--- config.mk ---
export PLATFORM = sky130hd
export DESIGN_NAME = hack_pc_unit_flat
export DESIGN_NICKNAME = d
export VERILOG_FILES = /design/src/rtl/hack_pc_unit_if.sv /design/src/rtl/hack_pc_unit.sv /design/src/flat_wrapper.sv
export SDC_FILE = /design/constraint.sdc
export NUM_CORES = 1
export LEC_CHECK = 0
export ABC_AREA = 1
export CAP_MARGIN = 0
export CORE_UTILIZATION = 53
export CTS_BUF_LIST = sky130_fd_sc_hd__clkbuf_4 sky130_fd_sc_hd__clkbuf_8 sky130_fd_sc_hd__clkbuf_16
export CTS_CLUSTER_DIAMETER = 100
export DETAILED_ROUTE_END_ITERATION = 7
export PLACE_DENSITY = 0.91
export REMOVE_ABC_BUFFERS = 1
export SYNTH_ARGS = -nofsm -noshare
export SYNTH_HDL_FRONTEND = slang
export SYNTH_SLANG_ARGS = --single-unit
--- constraint.sdc ---
create_clock -name clk -period 2.4 [get_ports clk]
set_input_delay 0.48 -clock clk [delete_from_list [all_inputs] [get_ports clk]]
set_output_delay 0.48 -clock clk [all_outputs]
set_load 0.01 [all_outputs]
--- src/rtl/hack_pc_unit_if.sv ---
// Execute-stage bundle between the Hack datapath and the program-counter unit.
// The slave side is the PC unit; the master side drives instruction/flag inputs.
interface hack_pc_unit_if #(
  parameter int WIDTH     = 16,
  parameter int CNT_WIDTH = 32
);
  logic [WIDTH-1:0]     a_in;
  logic                 is_c_inst;
  logic [2:0]           jump_bits;
  logic                 zr;
  logic                 ng;
  logic                 exec_valid;
  logic                 stall;
  logic [WIDTH-1:0]     pc;
  logic                 fetch_valid;
  logic                 jump_taken;
  logic                 halted;
  logic [CNT_WIDTH-1:0] retired;

  modport master (
    output a_in, is_c_inst, jump_bits, zr, ng, exec_valid, stall,
    input  pc, fetch_valid, jump_taken, halted, retired
  );

  modport slave (
    input  a_in, is_c_inst, jump_bits, zr, ng, exec_valid, stall,
    output pc, fetch_valid, jump_taken, halted, retired
  );
endinterface

--- src/rtl/hack_pc_unit.sv ---
// Hack CPU program counter with jump resolution, self-loop halt detection
// and a saturating retired-instruction counter. All outputs are registered.
module hack_pc_unit #(
  parameter int               WIDTH      = 16,
  parameter logic [WIDTH-1:0] RESET_ADDR = '0,
  parameter int               CNT_WIDTH  = 32
) (
  input  logic           clk,
  input  logic           reset,
  hack_pc_unit_if.slave  bus
);

  typedef enum logic [1:0] {
    S_BOOT = 2'd0,
    S_RUN  = 2'd1,
    S_HALT = 2'd2
  } state_e;

  state_e               state_q, state_d;
  logic [WIDTH-1:0]     pc_q, pc_d;
  logic                 fetch_valid_q, fetch_valid_d;
  logic                 jump_taken_q, jump_taken_d;
  logic                 halted_q, halted_d;
  logic [CNT_WIDTH-1:0] retired_q, retired_d;
  logic                 fire_s;
  logic                 taken_s;

  // Hack jump decode: j1=less-than, j2=equal, j3=greater-than; A-instructions never jump.
  function automatic logic jump_cond(input logic       c_inst,
                                     input logic [2:0] jbits,
                                     input logic       zr_f,
                                     input logic       ng_f);
    return c_inst & ((jbits[2] & ng_f) | (jbits[1] & zr_f) |
                     (jbits[0] & ~ng_f & ~zr_f));
  endfunction

  assign fire_s  = bus.exec_valid & ~bus.stall;
  assign taken_s = jump_cond(bus.is_c_inst, bus.jump_bits, bus.zr, bus.ng);

  // State and output registers.
  always_ff @(posedge clk) begin
    if (reset) begin
      state_q       <= S_BOOT;
      pc_q          <= RESET_ADDR;
      fetch_valid_q <= 1'b0;
      jump_taken_q  <= 1'b0;
      halted_q      <= 1'b0;
      retired_q     <= '0;
    end else begin
      state_q       <= state_d;
      pc_q          <= pc_d;
      fetch_valid_q <= fetch_valid_d;
      jump_taken_q  <= jump_taken_d;
      halted_q      <= halted_d;
      retired_q     <= retired_d;
    end
  end

  // Next-state and next-output logic.
  always_comb begin
    state_d       = state_q;
    pc_d          = pc_q;
    fetch_valid_d = fetch_valid_q;
    jump_taken_d  = 1'b0;
    halted_d      = halted_q;
    retired_d     = retired_q;
    case (state_q)
      S_BOOT: begin
        state_d       = S_RUN;
        fetch_valid_d = 1'b1;
      end
      S_RUN: begin
        if (fire_s) begin
          if (retired_q != {CNT_WIDTH{1'b1}}) begin
            retired_d = retired_q + CNT_WIDTH'(1);
          end else begin
            retired_d = retired_q;
          end
          if (taken_s) begin
            jump_taken_d = 1'b1;
            // Jumping to itself can never make progress, so park the core.
            if (bus.a_in == pc_q) begin
              state_d       = S_HALT;
              halted_d      = 1'b1;
              fetch_valid_d = 1'b0;
            end else begin
              pc_d = bus.a_in;
            end
          end else begin
            pc_d = pc_q + WIDTH'(1);
          end
        end else begin
          pc_d = pc_q;
        end
      end
      S_HALT: begin
        fetch_valid_d = 1'b0;
        halted_d      = 1'b1;
      end
      default: begin
        state_d       = S_BOOT;
        pc_d          = RESET_ADDR;
        fetch_valid_d = 1'b0;
        halted_d      = 1'b0;
        retired_d     = '0;
      end
    endcase
  end

  assign bus.pc          = pc_q;
  assign bus.fetch_valid = fetch_valid_q;
  assign bus.jump_taken  = jump_taken_q;
  assign bus.halted      = halted_q;
  assign bus.retired     = retired_q;

endmodule

--- src/flat_wrapper.sv ---
// flat-port wrapper written by rule: the top's interface ports become plain ports
module hack_pc_unit_flat 
#(
  parameter int               WIDTH      = 16,
  parameter logic [WIDTH-1:0] RESET_ADDR = '0,
  parameter int               CNT_WIDTH  = 32
)
  (clk, reset, bus_a_in, bus_is_c_inst, bus_jump_bits, bus_zr, bus_ng, bus_exec_valid, bus_stall, bus_pc, bus_fetch_valid, bus_jump_taken, bus_halted, bus_retired);
  hack_pc_unit_if #(.WIDTH(WIDTH), .CNT_WIDTH(CNT_WIDTH)) bus_i ();
  input  logic clk;
  input  logic reset;
  input wire logic [$bits(bus_i.a_in)-1:0] bus_a_in;
  input wire logic [$bits(bus_i.is_c_inst)-1:0] bus_is_c_inst;
  input wire logic [$bits(bus_i.jump_bits)-1:0] bus_jump_bits;
  input wire logic [$bits(bus_i.zr)-1:0] bus_zr;
  input wire logic [$bits(bus_i.ng)-1:0] bus_ng;
  input wire logic [$bits(bus_i.exec_valid)-1:0] bus_exec_valid;
  input wire logic [$bits(bus_i.stall)-1:0] bus_stall;
  output wire logic [$bits(bus_i.pc)-1:0] bus_pc;
  output wire logic [$bits(bus_i.fetch_valid)-1:0] bus_fetch_valid;
  output wire logic [$bits(bus_i.jump_taken)-1:0] bus_jump_taken;
  output wire logic [$bits(bus_i.halted)-1:0] bus_halted;
  output wire logic [$bits(bus_i.retired)-1:0] bus_retired;
  assign bus_i.a_in = bus_a_in;
  assign bus_i.is_c_inst = bus_is_c_inst;
  assign bus_i.jump_bits = bus_jump_bits;
  assign bus_i.zr = bus_zr;
  assign bus_i.ng = bus_ng;
  assign bus_i.exec_valid = bus_exec_valid;
  assign bus_i.stall = bus_stall;
  assign bus_pc = bus_i.pc;
  assign bus_fetch_valid = bus_i.fetch_valid;
  assign bus_jump_taken = bus_i.jump_taken;
  assign bus_halted = bus_i.halted;
  assign bus_retired = bus_i.retired;
  hack_pc_unit #(.WIDTH(WIDTH), .RESET_ADDR(RESET_ADDR), .CNT_WIDTH(CNT_WIDTH)) u_core (.clk(clk), .reset(reset), .bus(bus_i));
endmodule
==> run metrics, run 1 <==
routed vias=4,647; Clock Path Buffers=2; Critical Path Max Stage Delay=360 ps; crit share post-route=0.930; largest net degree at the start of global routing=27; Final Util=0.683; synth warn=0; Most Crowded Layer GR=met2; crit-path cells=inv_1 -> ha_1 -> inv_2 -> nor2_1 -> inv_2 -> nand2_1 -> inv_2 -> nand2_8 -> inv_4 -> nand2_1 -> nand2_1 -> nand2_1 -> nor2_1; met1 Use GR=0.342; setup tns final=0 ps; crit path time final=2230 ps; Cell Pwr Density=617 nW/um2; Yosys cell types=39; drt initial violations=236; core area=7250 um2; Antenna Cells=0; initial antenna violation count=0; initial core utilization=0.548; Slowest cell on crit path=dfxtp_1; Synth Register Bits=53; Post-CTS Resized=0; Setup Fix Bufs, Post-CTS=0; Placement Cell Area=4830 um2; grt met2 use=0.570; vias in the first global route=4,321; DR vias/cell=5.38; # rows=31; maximum clock rate=448 MHz; Final Max Tran Viols=0; met3 Resource Use GR=0.0485; Max-Slew Margin vs Limit=0.645; sequential area share after synthesis=0.267; worst clock skew=11.4 ps; Area Growth Syn to Fin=24.5%; DPL Wire Length=8940 um; CTS buffer count=5; final instance area=4950 um2; Final #Nets=794; status=completed; WP data arrival=2480 ps; Worst VDD drop=0.387 mV; Root Driver=clkbuf_8; Setup crit start kind=register; later-pin clock latency in the skew report=310 ps; largest cells by area after synthesis=dfxtp_1 27%, nand2_1 21%, nor2_1 11%; clk slew on worst S/H paths=100 ps; total area of sequential cells=1060 um2; Final Wtd Congestion=0.956; CP max FO=23; GRT overflow=0; asr flop ratio synth=0; chip width=88.6 um; All-Layer GR Usage=0.309; number of I/O port buffers=76; final wirelength=11,800 um; Synth top area share=0.267; leakage power=1.96 nW; synthesized instance count=691; DRC errors left=0; share of cells above drive strength 1=0.0602; Layout fillers=697; Multi-input gate area=2480 um2; final hold violation count=0; EDFF count, synth=0; first-pass GRT wire length=18,900 um; Top delay family on crit path=buffers and inverters; # setup viols final=0; largest area contributor in the netlist=dfxtp_1; critical path class=reg -> reg; DIE AREA=7860 um2; Hold WC Path Type=reg -> reg; TritonCTS clock tree=done; Max H-tree Level=2; Max Cap Viol=0; die height=88.6 um; RSZ-0062 raised after global routing=no; syn_area_per_cell=5.76 um2; synthesized area=3980 um2; I/O pins=77; Slew @ Worst Pin=532 ps; Antenna Violating Nets Remaining=0; CP Buf/Inv Count=5; Hold Buf Count CTS=0; dominant synthesized flop cell=dfxtp_1; Critical Path Most Common Cell=nand2_1; CP Capture Type=register; Sink Count=53; CP required=2640 ps; Detailed Routing Iterations Pass 1=5; WL/cell=13.7 um
[placed cells by master (no fill, tap or decap), drive strengths merged]
master | Yosys | final
nand2 | 234 | 234
dfxtp | 53 | 53
xnor2 | 3 | 3
o22ai | 2 | 2
inv | 84 | 84
clkbuf | 7 | 6
clkinvlp | 0 | 1
ha | 5 | 5
clkdlybuf4s50 | 0 | 76
buf | 14 | 10
xor2 | 9 | 9
nor3b | 2 | 2
o21bai | 3 | 3
nand3b | 2 | 2
or2 | 1 | 1
clkinv | 1 | 1
nand3 | 58 | 58
nor2 | 123 | 123
bufinv | 0 | 1
nand4 | 15 | 15
a21oi | 42 | 42
a21o | 1 | 1
o21ai | 15 | 15
o211ai | 5 | 5
nor3 | 10 | 10
and2 | 2 | 2
[per-stage QoR]
stage | power (mW) | worst slack [ps] | instances | hold WS [ps]
2_1_floorplan | 1.85 | 252 | 670 | 479
3_3_place_gp | 2.34 | 157 | 855 | 487
3_5_place_dp | 2.40 | 102 | 855 | 506
4_1_cts | 3.04 | 208 | 863 | 521
5_1_grt | 3.23 | 15.3 | 863 | 554
6_report | 3.06 | 169 | 863 | 521
[report_power, final]
group | switching (mW) | leakage, nW | internal (mW)
clock | 0.313 | 0.0574 | 0.340
combinational | 0.919 | 1.47 | 0.461
sequential | 0.0831 | 0.428 | 0.943
total | 1.31 | 1.96 | 1.74
[synth_stat cells, types with 3 or more instances]
| library cell | instances |
|---|---|
| nor2_4 | 5 |
| nor2_1 | 113 |
| buf_6 | 3 |
| clkbuf_1 | 7 |
| nand2_1 | 227 |
| nand4_1 | 14 |
| buf_2 | 7 |
| o21ai_0 | 14 |
| inv_1 | 80 |
| o211ai_1 | 5 |
| inv_2 | 3 |
| xnor2_1 | 3 |
| ha_1 | 5 |
| nor3_1 | 9 |
| xor2_1 | 9 |
| a21oi_1 | 40 |
| nand3_1 | 57 |
| dfxtp_1 | 53 |
| nand2_2 | 5 |
| nor2_2 | 5 |
[sequential cells by signal, summed over array words and instances, names as in the netlist]
name and flops:
u_core.bus.fetch_valid 1, u_core.bus.retired 32, u_core.state_q 2, u_core.bus.jump_taken 1, u_core.bus.halted 1, u_core.bus.pc 16
[worst reg2reg max path, cell delays in order (launching register included)]
cell,delay [ps]
dfxtp_1,360
inv_1,80
ha_1,250
inv_2,290
nor2_1,130
inv_2,100
nand2_1,80
inv_2,190
nand2_8,110
inv_4,240
nand2_1,110
nand2_1,70
nand2_1,40
nor2_1,110
[layer usage]
layer	vias up	share of wire
met3	49	0.070
met2	187	0.49
met4	0	0.039
met5	-	0
li1	2305	-
met1	2106	0.40
[cell type report]
type                    instances  area share
inverters                      85      0.0649
clock buffers                   6      0.0167
repair buffers                 86       0.171
clock inverters                 2     0.00758
multi-input cells             532       0.500
flip-flops and latches         53       0.214
well taps                      99      0.0250
[logic make-up (layout without fill, tap and decap cells)]
family	Yosys count	count (layout)	share of synthesized area
buffers and inverters	106	179	0.110
DFF	53	53	0.267
adders and majority gates	5	5	0.0157
AOI/OAI and AO/OA	68	68	0.0966
xor gates and xnor gates	12	12	0.0264
and+or+nand+nor	447	447	0.484
[path summary, 6_finish.rpt]
kind / startpoint / end / slack (ps) / cells past startpoint
max: u_core.state_q[1]$_SDFFE_PP0P_ / u_core.bus.retired[20]$_SDFFE_PP0P_ / 170 / 13
min: u_core.bus.retired[7]$_SDFFE_PP0P_ / u_core.bus.retired[7]$_SDFFE_PP0P_ / 520 / 2
max reg2reg: u_core.state_q[1]$_SDFFE_PP0P_ / u_core.bus.retired[20]$_SDFFE_PP0P_ / 170 / 13
min reg2reg: u_core.bus.retired[7]$_SDFFE_PP0P_ / u_core.bus.retired[7]$_SDFFE_PP0P_ / 520 / 2
No activity file was read; power rests on OpenSTA's default activity.
==> run 2: changes to the inputs <==
CAP_MARGIN = 15   (was 0)
MAX_ROUTING_LAYER = met4   (was unset)
SETUP_SLACK_MARGIN = 0.5   (was unset)
==> run metrics, run 2 (same netlist as run 1, synthesis figures left out) <==
# setup viols final=0 (unchanged); WL/cell=14.1 um (was 13.7 um); I/O pins=77 (unchanged); final wirelength=12,300 um (was 11,800 um); # rows=31 (unchanged); All-Layer GR Usage=0.323 (was 0.309); TritonCTS clock tree=done (unchanged); DPL Wire Length=8910 um (was 8940 um); chip width=88.6 um (unchanged); RR Startpoint=u_core.state_q[0]$_SDFFE_PP0P_ (was u_core.state_q[1]$_SDFFE_PP0P_); RSZ-0062 raised after global routing=yes (was no); Antenna Violating Nets Remaining=0 (unchanged); CP required=1920 ps (was 2640 ps); crit share post-route=0.782 (was 0.930); worst reg2reg path depth=9 (was 13); Detailed Routing Iterations Pass 1=5 (unchanged); leakage power=2.16 nW (was 1.96 nW); Final Wtd Congestion=0.996 (was 0.956); CTS buffer count=5 (unchanged); Cell Pwr Density=622 nW/um2 (was 617 nW/um2); DRC errors left=0 (unchanged); Top delay family on crit path=buffers and inverters (unchanged); Setup crit start kind=register (unchanged); maximum clock rate=533 MHz (was 448 MHz); crit-path cells=clkdlybuf4s50_1 (was inv_1 -> ha_1 -> inv_2 -> nor2_1 -> inv_2 -> nand2_1 -> inv_2 -> nand2_8 -> inv_4 -> nand2_1 -> nand2_1 -> nand2_1 -> nor2_1); CP Capture Type=primary output (was register); CP Buf/Inv Count=1 (was 5); max reg flops=32 (unchanged); source of the critical timing path=u_core.bus.pc[7]$_SDFFE_PP0P_ (was u_core.state_q[1]$_SDFFE_PP0P_); number of I/O port buffers=76 (unchanged); drt initial violations=357 (was 236); later-pin clock latency in the skew report=310 ps (about the same); core area=7250 um2 (unchanged); Levels on crit path=1 (was 13); WP data arrival=1400 ps (was 2480 ps); first-pass GRT wire length=19,300 um (was 18,900 um); GRT overflow=0 (unchanged); initial antenna violation count=0 (unchanged); highest-count cells in the layout ignoring fill and taps=223 x nand2_1, 104 x nor2_1, 77 x inv_1 (was 227 x nand2_1, 113 x nor2_1, 80 x inv_1); Critical Path Max Stage Delay=590 ps (was 360 ps); final hold violation count=0 (unchanged); reg2reg end=u_core.bus.retired[24]$_SDFFE_PP0P_ (was u_core.bus.retired[20]$_SDFFE_PP0P_); r2r setup slk=600 ps (was 170 ps); Hold WC Path Type=reg -> reg (unchanged); Clock Path Buffers=2 (unchanged); share of cells above drive strength 1=0.118 (was 0.0602); Cells on Worst Hold Path=2 (unchanged); Area Growth Syn to Fin=30.9% (was 24.5%); vias in the first global route=4,223 (was 4,321); Slew @ Worst Pin=406 ps (was 532 ps); Worst VDD drop=0.378 mV (was 0.387 mV); setup tns final=0 ps (unchanged); Final #Nets=804 (was 794); DIE AREA=7860 um2 (unchanged); Layout fillers=633 (was 697); Final Max Tran Viols=0 (unchanged); initial core utilization=0.548 (unchanged); Slowest cell on crit path=clkdlybuf4s50_1 (was dfxtp_1); die height=88.6 um (unchanged); CP max FO=7 (was 23); largest net degree at the start of global routing=27 (unchanged); Root Driver=clkbuf_8 (unchanged); worst clock skew=5.58 ps (was 11.4 ps); Antenna Cells=0 (unchanged); Max-Slew Margin vs Limit=0.729 (was 0.645); Hold Crit Start=u_core.bus.retired[0]$_SDFFE_PP0P_ (was u_core.bus.retired[7]$_SDFFE_PP0P_); DR vias/cell=5.44 (was 5.38); most common cell after layout, fill and taps aside=nand2_1 (unchanged); Max Cap Viol=0 (unchanged); crit path time final=1880 ps (was 2230 ps); Power Total=3.24 mW (was 3.06 mW); end point of the critical path=bus_pc[7] (was u_core.bus.retired[20]$_SDFFE_PP0P_); clk slew on worst S/H paths=90 ps (was 100 ps); Max H-tree Level=2 (unchanged); Sink Count=53 (unchanged); critical path class=reg -> out (was reg -> reg); Final Util=0.718 (was 0.683); routed vias=4,743 (was 4,647); status=completed (unchanged)
## run 2: worst min path at each step
stage                                          end
2_1_floorplan       u_core.state_q[1]$_SDFFE_PP0P_
3_5_place_dp   u_core.bus.retired[22]$_SDFFE_PP0P_
6_report        u_core.bus.retired[0]$_SDFFE_PP0P_
4_1_cts         u_core.bus.retired[1]$_SDFFE_PP0P_
3_3_place_gp        u_core.state_q[1]$_SDFFE_PP0P_
5_1_grt         u_core.bus.retired[7]$_SDFFE_PP0P_
## run 2: cell type report
class / count / area (um2) / share of cell area
Inverter: 85 / 335 / 0.0644
Sequential cell: 53 / 1080 / 0.208
Timing Repair Buffer: 95 / 987 / 0.190
Clock inverter: 1 / 7.51 / 0.00144
Multi-Input combinational cell: 533 / 2590 / 0.497
Clock buffer: 6 / 82.6 / 0.0159
Tap cell: 99 / 124 / 0.0238
## run 2: where the power goes
group          switching, mW  internal [mW]  leakage (nW)
combinational           1.06          0.618          1.68
clock                  0.298          0.229        0.0433
sequential            0.0894          0.945         0.435
## run 2: layer usage
layer | wire length (um) | share of wire | up-vias | track usage
li1 | - | - | 2332 | -
met1 | 4850 | 0.39 | 2146 | 0.380
met2 | 6200 | 0.50 | 234 | 0.566
met3 | 936 | 0.076 | 31 | 0.0429
met4 | 327 | 0.027 | 0 | 0.111
met5 | 0 | 0 | - | -
## run 2: timing repair
item                                    CTS  global route
setup buffers                             4             4
hold buffers                              0             0
hold endpoints to repair                  0             0
pin swaps                                 3            13
cloned                                    0             2
resized for setup                        14            61
endpoints found under the setup margin   53            56
## run 2: stage by stage
| step | instance area [um2] | setup WS [ps] | std cells | hold WS (ps) |
|---|---|---|---|---|
| 6_report | 5210 | 523 | 872 | 518 |
| 3_5_place_dp | 4830 | 136 | 855 | 504 |
| 5_1_grt | 5210 | 462 | 872 | 548 |
| 2_1_floorplan | 3860 | 252 | 670 | 479 |
| 3_3_place_gp | 4830 | 165 | 855 | 495 |
| 4_1_cts | 4990 | 501 | 866 | 505 |
==> run 3: changes to the inputs <==
CORE_UTILIZATION = 48   (was 53)
PLACE_DENSITY = 0.88   (was 0.91)
clock period = 1.59 ns   (was 2.4 ns; I/O delays follow)
==> run metrics, run 3 <==
sequential area share after synthesis=0.267 (unchanged); GRT overflow=952; synthesized area=3980 um2 (unchanged); All-Layer GR Usage=1.01; largest cells by area after synthesis=dfxtp_1 27%, nand2_1 21%, nor2_1 11% (unchanged); First Err=[ERROR GRT-0232] Routing congestion too high. Check the congestion heatmap in the GUI.; Synth top area share=0.267 (unchanged); Final Wtd Congestion=0.975 (was 0.996); I/O pins=77 (unchanged); Place WS=-519 ps (was 136 ps); category of the worst endpoint=sequential cell input; most common cell in the netlist=nand2_1 (unchanged); number of I/O port buffers=76 (unchanged); Root Driver=clkbuf_8 (unchanged); Yosys cell types=39 (unchanged); initial core utilization=0.504 (was 0.548); Max H-tree Level=2 (unchanged); # rows=32 (was 31); die height=93.0 um (was 88.6 um); chip width=93.0 um (was 88.6 um); Sink Count=53 (unchanged); asr flop ratio synth=0 (unchanged); Synth top cells by count=227 x nand2_1, 113 x nor2_1, 80 x inv_1, 57 x nand3_1, 53 x dfxtp_1 (unchanged); largest area contributor in the netlist=dfxtp_1 (unchanged); status=did not finish (was completed); dominant synthesized flop cell=dfxtp_1 (unchanged); post-GRT worst EP=u_core.bus.retired[20]$_SDFFE_PP0P_/D; # placed instances=971 (was 855); synth warn=0 (unchanged); EDFF count, synth=0 (unchanged); Stopped at=global routing (5_1_grt); DPL Wire Length=10,500 um (was 8910 um); Clock Path Buffers=2 (unchanged); Synth Register Bits=53 (unchanged); syn_area_per_cell=5.76 um2 (unchanged); synthesized instance count=691 (unchanged); largest net degree at the start of global routing=24; CTS buffer count=5 (unchanged)
[run 3: cell counts after synthesis]
Identical to the previous run, type by type.
[run 3: through the flow]
step | cell area [um2] | setup TNS, ps
after floorplan | 3860 | -19990
after global placement | 5710 | -17190
after detailed placement | 5710 | -19100
after CTS | 6860 | -841
[run 3: metal layers]
layer / global-route usage / overflow
met5: - / -
met4: 1.18 / 195
met3: 0.563 / 9
met2: 1.44 / 738
met1: 0.860 / 10
[run 3: kinds of logic after synthesis]
| logic type | count (synthesis) | share of synthesized area |
|---|---|---|
| AOI/OAI and AO/OA | 68 | 0.0966 |
| xor gates and xnor gates | 12 | 0.0264 |
| adders and majority gates | 5 | 0.0157 |
| buffers and inverters | 106 | 0.110 |
| DFF | 53 | 0.267 |
| and+or+nand+nor | 447 | 0.484 |
[run 3: repair_timing]
| item | 4_1_cts |
|---|---|
| pin swaps | 56 |
| resized for setup | 501 |
| hold buffers | 0 |
| cloned | 3 |
| buffers inserted | 35 |
| setup endpoints to repair | 104 |
==> run 4: changes to the inputs <==
CORE_UTILIZATION = 40   (was 48)
CTS_BUF_LIST = unset   (was sky130_fd_sc_hd__clkbuf_4 sky130_fd_sc_hd__clkbuf_8 sky130_fd_sc_hd__clkbuf_16)
CTS_CLUSTER_DIAMETER = unset   (was 100)
MAX_ROUTING_LAYER = unset   (was met4)
PLACE_DENSITY = unset   (was 0.88)
PLACE_DENSITY_LB_ADDON = 0.15   (was unset)
SETUP_SLACK_MARGIN = unset   (was 0.5)
clock period = 2.1 ns   (was 1.59 ns; I/O delays follow)
==> run metrics, run 4 (same netlist as run 1, synthesis figures left out) <==
status=completed (was did not finish); CP Capture Type=register; max reg flops=32; CP required=2310 ps; Hold WS=517 ps; Clock Path Buffers=2 (unchanged); final hold violation count=0; Place WS=-98.0 ps (was -519 ps); Hold WC Path Type=reg -> reg; NetSw=1.48 mW; final wirelength=11,600 um; CP max FO=17; first-pass GRT wire length=19,300 um; Max Cap Viol=0; DRC errors left=0; Antenna Cells=0; # rows=36 (was 32); maximum clock rate=514 MHz; later-pin clock latency in the skew report=310 ps; Post-CTS Resized=0 (was 501); Hold Crit Start=u_core.bus.retired[7]$_SDFFE_PP0P_; worst clock skew=6.67 ps; WL/cell=12.6 um; All-Layer GR Usage=0.234; Slew @ Worst Pin=350 ps; Setup Fix Bufs, Post-CTS=0 (was 35); internal cell power=2.05 mW; Sink Count=53 (unchanged); CTS buffer count=5 (unchanged); Final Max Tran Viols=0; RR Startpoint=u_core.bus.retired[1]$_SDFFE_PP0P_; core area=9680 um2; Max-Slew Margin vs Limit=0.766; crit share post-route=0.926; critical path class=reg -> reg; source of the critical timing path=u_core.bus.retired[1]$_SDFFE_PP0P_; Root Driver=clkbuf_8 (unchanged); drt initial violations=155; worst setup margin=156 ps; RSZ-0062 raised after global routing=no; Detailed Routing Iterations Pass 1=4; DR vias/cell=4.91; Flop pwr share=0.331; Max H-tree Level=2 (unchanged); share of cells above drive strength 1=0.0831; DIE AREA=10,300 um2; Hold Buf Count CTS=0 (unchanged); Setup crit start kind=register; Gate power share=0.470; initial antenna violation count=0; highest-count cells in the layout ignoring fill and taps=227 x nand2_1, 113 x nor2_1, 79 x inv_1; Worst VDD drop=0.366 mV; largest net degree at the start of global routing=27; sw frac=0.420; TritonCTS clock tree=done; # setup viols final=0; clock power share=0.200; chip width=102 um (was 93.0 um); initial core utilization=0.411 (was 0.504); clk slew on worst S/H paths=100 ps; most common cell after layout, fill and taps aside=nand2_1; vias in the first global route=4,231; number of I/O port buffers=76 (unchanged); GRT overflow=0; DPL Wire Length=9040 um (was 10,500 um); leakage power=2.03 nW; Area Growth Syn to Fin=28.9%; Final Util=0.529; Cell Pwr Density=689 nW/um2; crit path time final=1940 ps; I/O pins=77 (unchanged); die height=102 um (was 93.0 um); WP data arrival=2150 ps; Final #Nets=812; Antenna Violating Nets Remaining=0; routed vias=4,494; Final Wtd Congestion=0.960 (was 0.975)
==> run 4: power groups by stage <==
stage / Sequential [mW] / Combinational, mW / Clock (mW)
final: 1.17 / 1.66 / 0.706
after detailed placement: 1.19 / 1.65 / 0
after global placement: 1.19 / 1.62 / 0
after floorplan: 1.19 / 0.928 / 0
after CTS: 1.17 / 1.66 / 0.726
after global routing: 1.18 / 1.84 / 0.766
==> run 4: final timing paths <==
| path | end | slack, ps | cells past startpoint |
|---|---|---|---|
| worst min register to register | u_core.bus.retired[7]$_SDFFE_PP0P_ | 520 | 2 |
| worst max-delay path | u_core.bus.retired[9]$_SDFFE_PP0P_ | 160 | 11 |
| worst max register to register | u_core.bus.retired[9]$_SDFFE_PP0P_ | 160 | 11 |
| worst min-delay path | u_core.bus.retired[7]$_SDFFE_PP0P_ | 520 | 2 |
==> run 4: worst max-delay path, cell delays in order (launching register included) <==
cell     delay (ps)
dfxtp_1         400
ha_1            190
nand2_1         100
nor2_4          180
nand4_2         160
nor2_4          160
nand2_4         110
nand2_8          80
buf_4           210
nor2_1           50
o21ai_0         140
nor2_1           50
==> run 4: layout make-up <==
type | instances | area [um2]
Timing Repair Buffer | 104 | 983
Inverter | 85 | 325
Fill cell | 993 | 4560
Clock buffer | 6 | 72.6
Multi-Input combinational cell | 532 | 2480
Clock inverter | 2 | 38.8
Sequential cell | 53 | 1060
Tap cell | 133 | 166
==> run 4: per-layer routing <==
metal	up-vias	share of wire	track usage
li1	2346	-	-
met1	2008	0.44	0.288
met2	122	0.49	0.417
met3	18	0.041	0.0255
met4	0	0.026	0.0914
met5	-	0	0
==> run 4: through the flow <==
step | TNS (ps) | instances | total power, mW | area (um2)
4_1_cts | 0 | 915 | 3.55 | 5120
2_1_floorplan | -81.7 | 670 | 2.12 | 3860
6_report | 0 | 915 | 3.53 | 5130
3_3_place_gp | -646 | 907 | 2.81 | 5010
3_5_place_dp | -1370 | 907 | 2.84 | 5010
5_1_grt | 0 | 915 | 3.79 | 5130
